[src/rtl/segment_transition.sv]
// Segment transition controller: switches the active segment on a configurable
// trigger (index wrap, system time, GPIO edge or immediately) and tracks how
// many times the new segment has been repeated.
module segment_transition #(
  parameter int unsigned NumSegment = 2,
  localparam int unsigned SegW = (NumSegment > 1) ? $clog2(NumSegment) : 1
) (
  input  logic            CLK,
  input  logic            RESET_N,
  input  logic            UPDATE,
  input  logic [SegW-1:0] REQ_SEGMENT,
  input  logic [15:0]     REP,
  input  logic [7:0]      TRANSITION_MODE,
  input  logic [63:0]     TRANSITION_VALUE,
  input  logic            IDX_ZERO,
  input  logic [55:0]     SYS_TIME,
  input  logic [3:0]      GPIO_IN,
  output logic [SegW-1:0] SEGMENT,
  output logic            STOP,
  output logic            WAITING,
  output logic            SWAP
);

  localparam int unsigned RepW   = 16;
  localparam int unsigned ModeW  = 8;
  localparam int unsigned TimeW  = 56;
  localparam int unsigned GpioW  = 4;

  localparam logic [ModeW-1:0] ModeSyncIdx = 8'h00;
  localparam logic [ModeW-1:0] ModeSysTime = 8'h01;
  localparam logic [ModeW-1:0] ModeGpio    = 8'h02;
  localparam logic [ModeW-1:0] ModeExt     = 8'hF0;
  localparam logic [RepW-1:0]  RepInfinite = 16'hFFFF;

  typedef enum logic [1:0] {
    RUN       = 2'd0,
    WAIT_IDX  = 2'd1,
    WAIT_TIME = 2'd2,
    WAIT_GPIO = 2'd3
  } state_t;

  state_t            state_q, state_d;
  logic [SegW-1:0]   seg_q, seg_d;
  logic              stop_q, stop_d;
  logic              swap_q, swap_d;
  logic              waiting_q, waiting_d;
  logic [RepW-1:0]   cnt_q, cnt_d;
  logic              armed_q, armed_d;
  logic [SegW-1:0]   lseg_q, lseg_d;
  logic [RepW-1:0]   lrep_q, lrep_d;
  logic [ModeW-1:0]  lmode_q, lmode_d;
  logic [TimeW-1:0]  lval_q, lval_d;
  logic [GpioW-1:0]  gpio_prev_q;
  logic              fire;

  logic              mode_ok_c;
  logic              rise_c;
  logic              unused_value_hi;

  // Only the low 56 bits of the mode argument carry meaning.
  assign unused_value_hi = ^TRANSITION_VALUE[63:TimeW];

  // Undefined transition modes make UPDATE a no-op.
  assign mode_ok_c = (TRANSITION_MODE == ModeSyncIdx) || (TRANSITION_MODE == ModeSysTime) ||
                     (TRANSITION_MODE == ModeGpio)    || (TRANSITION_MODE == ModeExt);

  // Rising edge on the GPIO line selected by the latched value.
  assign rise_c = GPIO_IN[lval_q[1:0]] & ~gpio_prev_q[lval_q[1:0]];

  assign SEGMENT = seg_q;
  assign STOP    = stop_q;
  assign WAITING = waiting_q;
  assign SWAP    = swap_q;

  // State, configuration and output registers.
  always_ff @(posedge CLK or negedge RESET_N) begin
    if (!RESET_N) begin
      state_q     <= RUN;
      seg_q       <= '0;
      stop_q      <= 1'b0;
      swap_q      <= 1'b0;
      waiting_q   <= 1'b0;
      cnt_q       <= '0;
      armed_q     <= 1'b0;
      lseg_q      <= '0;
      lrep_q      <= '0;
      lmode_q     <= '0;
      lval_q      <= '0;
      gpio_prev_q <= '0;
    end else begin
      state_q     <= state_d;
      seg_q       <= seg_d;
      stop_q      <= stop_d;
      swap_q      <= swap_d;
      waiting_q   <= waiting_d;
      cnt_q       <= cnt_d;
      armed_q     <= armed_d;
      lseg_q      <= lseg_d;
      lrep_q      <= lrep_d;
      lmode_q     <= lmode_d;
      lval_q      <= lval_d;
      gpio_prev_q <= GPIO_IN;
    end
  end

  // Next-state: UPDATE wins over any trigger; otherwise wait for the trigger
  // or count repetitions of the active segment once it has been swapped in.
  always_comb begin
    state_d   = state_q;
    seg_d     = seg_q;
    stop_d    = stop_q;
    swap_d    = 1'b0;
    cnt_d     = cnt_q;
    armed_d   = armed_q;
    lseg_d    = lseg_q;
    lrep_d    = lrep_q;
    lmode_d   = lmode_q;
    lval_d    = lval_q;
    fire      = 1'b0;

    if (UPDATE && mode_ok_c) begin
      lseg_d  = REQ_SEGMENT;
      lrep_d  = REP;
      lmode_d = TRANSITION_MODE;
      lval_d  = TRANSITION_VALUE[TimeW-1:0];
      stop_d  = 1'b0;
      cnt_d   = '0;
      armed_d = 1'b0;
      case (TRANSITION_MODE)
        ModeSyncIdx: state_d = WAIT_IDX;
        ModeSysTime: state_d = WAIT_TIME;
        ModeGpio:    state_d = WAIT_GPIO;
        default: begin
          state_d = RUN;
          seg_d   = REQ_SEGMENT;
          swap_d  = 1'b1;
          armed_d = 1'b1;
        end
      endcase
    end else begin
      case (state_q)
        RUN: begin
          // An index wrap in the swap cycle belongs to the old segment.
          if (armed_q && !stop_q && !swap_q && (lrep_q != RepInfinite) && IDX_ZERO) begin
            cnt_d = cnt_q + RepW'(1);
            // cnt_q == REP means this wrap brings the count to REP+1.
            if (cnt_q == lrep_q) begin
              if (lmode_q == ModeExt) begin
                seg_d  = seg_q ^ SegW'(1);
                swap_d = 1'b1;
                cnt_d  = '0;
              end else begin
                stop_d = 1'b1;
              end
            end
          end
        end
        WAIT_IDX:  fire = IDX_ZERO;
        WAIT_TIME: fire = (SYS_TIME >= lval_q);
        WAIT_GPIO: fire = rise_c;
        default:   state_d = RUN;
      endcase

      if (fire) begin
        state_d = RUN;
        seg_d   = lseg_q;
        swap_d  = 1'b1;
        cnt_d   = '0;
        armed_d = 1'b1;
      end
    end

    waiting_d = (state_d != RUN);
  end

endmodule

[config.mk]
export PLATFORM = sky130hd
export DESIGN_NAME = segment_transition
export DESIGN_NICKNAME = d
export VERILOG_FILES = /design/src/rtl/segment_transition.sv
export SDC_FILE = /design/constraint.sdc
export NUM_CORES = 1
export LEC_CHECK = 0
export ABC_AREA = 1
export BUFFER_PORTS_ARGS = -buffer_cell sky130_fd_sc_hd__buf_2
export CAP_MARGIN = 40
export CORE_MARGIN = 2
export CORE_UTILIZATION = 28
export DETAILED_ROUTE_END_ITERATION = 7
export GPL_ROUTABILITY_DRIVEN = 0
export SYNTH_ARGS = -nofsm -noshare
export SYNTH_HDL_FRONTEND = slang
export SYNTH_SLANG_ARGS = --single-unit
[constraint.sdc]
create_clock -name CLK -period 3.7 [get_ports CLK]
set_input_delay 0.37 -clock CLK [delete_from_list [all_inputs] [get_ports CLK]]
set_output_delay 0.37 -clock CLK [all_outputs]
set_load 0.01 [all_outputs]
==> impl_metrics.toml <==
[status]
status = "complete, no violations"

[setup_path]
arrival_ns = 2.79
crit_type = "flop to flop"
cp-start-kind = "flop"
critPathRequiredTime_ns = 3.93
cp-end-kind = "flop"
critPathMaxFanout = 7

[floorplanning]
fp-row-count = 54
io_pins = 157
die_h_um = 153
start_util_pct = 28.4
dieArea_um2 = 23300
die_w_um = 153
core_area_um2 = 21800

[cts]
cts_hold_buf = 1
clk_path_buf_depth = 2
cts_tree = "built"
post_cts_resized = 0
htreeDepth = 3
clk_pin_slew_ns = 0.07
numCtsBuffers = 9
cts_num_sinks = 108
cts_root_buf = "clkbuf_16"
cts_setup_buffers = 0
worstSkewPairLatency_ns = 0.35

[routing]
first_iter_violations = 202
drtAntennaViolNets = 0
vias_per_cell = 4.34
wl_per_cell_um = 12.2
totalWireLength_um = 14800
dr.pass1.iters = 4
drcViolationCount = 0
vias = 5250

[power]
power_frac_clock_pct = 26.9
ir_worst_vdd_mv = 0.199
p_int_mw = 2.31
switching_share_pct = 32.9
p_switching_mw = 1.13
p_leak_nw = 4.09
p_comb_share_pct = 28.1
power_density_nw_per_um2 = 455
seq_power_share_pct = 45.0

[place]
dp_hpwl_um = 11700
io_buffers = 148
placed_cells = 1190

[global_route]
overflow = 0
grt_pass1_wl_um = 25100
gr-usage-all-layers_pct = 13.2
antenna_found_initial = 4
grt_start_max_net_pins = 60
grt_pass1_vias = 5229

[logic_synthesis]
async_flop_share_pct = 100
syn_area_um2 = 6180
ys_seq_area_share_pct = 43.7
synth_commonest_cells = "232 x nand2_1, 108 x dfrtp_1, 104 x inv_1"
synth_cell_types = 35
synthFlopType = "dfrtp_1"
synth_area_leader_cell = "dfrtp_1"
syn_area_per_cell_um2 = 7.97
synth_top_area_share_pct = 43.7
synth_area_leaders = "dfrtp_1 44%, nand2_1 14%, ha_1 12%, inv_1 6.3%, o21ai_1 4.2%"
synth_cells = 775
ys_ff_latch = 108
synth-edff-count = 0
syn_nets = 985
synth_most_common_cell = "nand2_1"
yosysWarnings = 0

[cells_and_area]
area_growth_pct = 22.6
nets = 1132
fillers = 2349
layout-drive-gt1-share_pct = 20.7
instances_no_fill = 1209

[timing]
fin_hold_ws_ns = 0.149
max_freq_mhz = 391
setup_tns_ns = 0
slew_violations = 0
slew_headroom_pct = 65.1
timing.final.crit_share_pct = 69.1
setup_viol = 0
tightest_slew_ns = 0.523
fin_skew_ns = 0.0110
finalHoldViolations = 0
finalCriticalPeriod_ns = 2.56
rsz0062_at_grt = "no"

[min_path]
hold_path.class = "input pin to flop"

[flow_run]
timing.max_cap.violations = 0
## flip-flops by register name (all words and copies together), names as in the netlist, 2 cells and up
signal	count
cnt_q	16
gpio_prev_q	4
lrep_q	16
lmode_q	8
lval_q	56
state_q	2
## metrics by stage
stage / power, mW / area, um2 / setup WS [ns] / utilization (%)
2_1_floorplan: 2.23 / 6180 / 1.85 / -
3_3_place_gp: 2.53 / 7250 / 1.08 / 33.3
3_5_place_dp: 2.56 / 7280 / 1.02 / 33.5
4_1_cts: 3.51 / 7570 / 1.10 / 34.8
5_1_grt: 3.74 / 7570 / 0.801 / 34.8
6_report: 3.45 / 7570 / 1.14 / 34.8
## placed cells by master (no fill, tap or decap), types with 2 or more instances in the layout
| master | n |
|---|---|
| nor2_4 | 4 |
| inv_2 | 8 |
| xor2_1 | 15 |
| o22ai_1 | 2 |
| diode_2 | 2 |
| nor2_2 | 3 |
| a21oi_1 | 36 |
| nand2_1 | 232 |
| nand4_1 | 20 |
| xnor2_1 | 4 |
| buf_2 | 147 |
| dfrtp_1 | 108 |
| o21ai_1 | 52 |
| clkinvlp_4 | 3 |
| nor4_1 | 4 |
| inv_1 | 104 |
| clkbuf_16 | 9 |
| nor2_1 | 50 |
| buf_4 | 4 |
| o21ai_0 | 16 |
| o21bai_1 | 2 |
| buf_12 | 3 |
| or2_1 | 2 |
| o21a_1 | 4 |
| nor3_1 | 3 |
| ha_1 | 57 |
| nand3_2 | 2 |
| nand3_1 | 14 |
| or2_0 | 2 |
## power by group through the flow
stage	Clock (mW)	Sequential (mW)	Combinational, mW
after floorplan	0	1.54	0.688
after global placement	0	1.57	0.954
after detailed placement	0	1.58	0.982
after CTS	0.971	1.56	0.988
after global routing	1.01	1.58	1.15
final	0.927	1.55	0.967
## final cells by class
| class | instances | area (um2) | area share (%) |
|---|---|---|---|
| multi-input cells | 534 | 2950 | 38.9 |
| flip-flops and latches | 108 | 2700 | 35.7 |
| repair buffers | 156 | 863 | 11.4 |
| inverters | 113 | 427 | 5.63 |
| well taps | 280 | 350 | 4.63 |
| clock buffers | 11 | 243 | 3.20 |
| clock inverters | 5 | 36.3 | 0.479 |
| diodes | 2 | 5.00 | 0.0661 |
## per-layer routing
metal,share of wire (%),vias to the layer above,track usage [%]
met3,4.8,18,3.01
met2,46,115,21.5
met4,1.7,2,4.19
met1,47,2354,17.4
li1,-,2761,-
met5,0.074,-,0
## critical path, stage by stage, from the launching register on
cell and delay, ns:
dfrtp_1 0.32, inv_1 0.05, ha_1 0.28, nand2_1 0.09, inv_1 0.06, nand2_1 0.05
nor2_1 0.15, nand2_1 0.09, nor2_1 0.21, nand2_1 0.10, nand3_1 0.09, nor2_1 0.05
nand2_1 0.09, nand2_1 0.09, nand3_1 0.23, buf_4 0.22, nand2_1 0.06, nand2_1 0.05
nand2_1 0.05, nand2_1 0.05, nand2_1 0.05
## cells by family (layout without fill, tap and decap cells)
logic type | after synthesis | in the layout | synth area share, %
other | 0 | 2 | 0
xor gates and xnor gates | 19 | 19 | 2.69
buffers and inverters | 133 | 285 | 8.56
AOI/OAI and AO/OA | 118 | 118 | 10.1
and+or+nand+nor | 340 | 340 | 23.4
DFF | 108 | 108 | 43.7
adders and majority gates | 57 | 57 | 11.5
## path summary, 6_finish.rpt
path / from / end / slack, ns / cells after the start
min in group asynchronous: RESET_N / lrep_q[7] / 0.37 / 2
worst min-delay path: GPIO_IN[3] / gpio_prev_q[3] / 0.15 / 1
worst min register to register: lseg_q / lseg_q / 0.48 / 2
worst max register to register: lval_q[15] / SEGMENT / 1.14 / 20
max in group asynchronous: RESET_N / lval_q[11] / 2.80 / 3
worst max-delay path: lval_q[15] / SEGMENT / 1.14 / 20
Power figures use the tool's default switching activity.
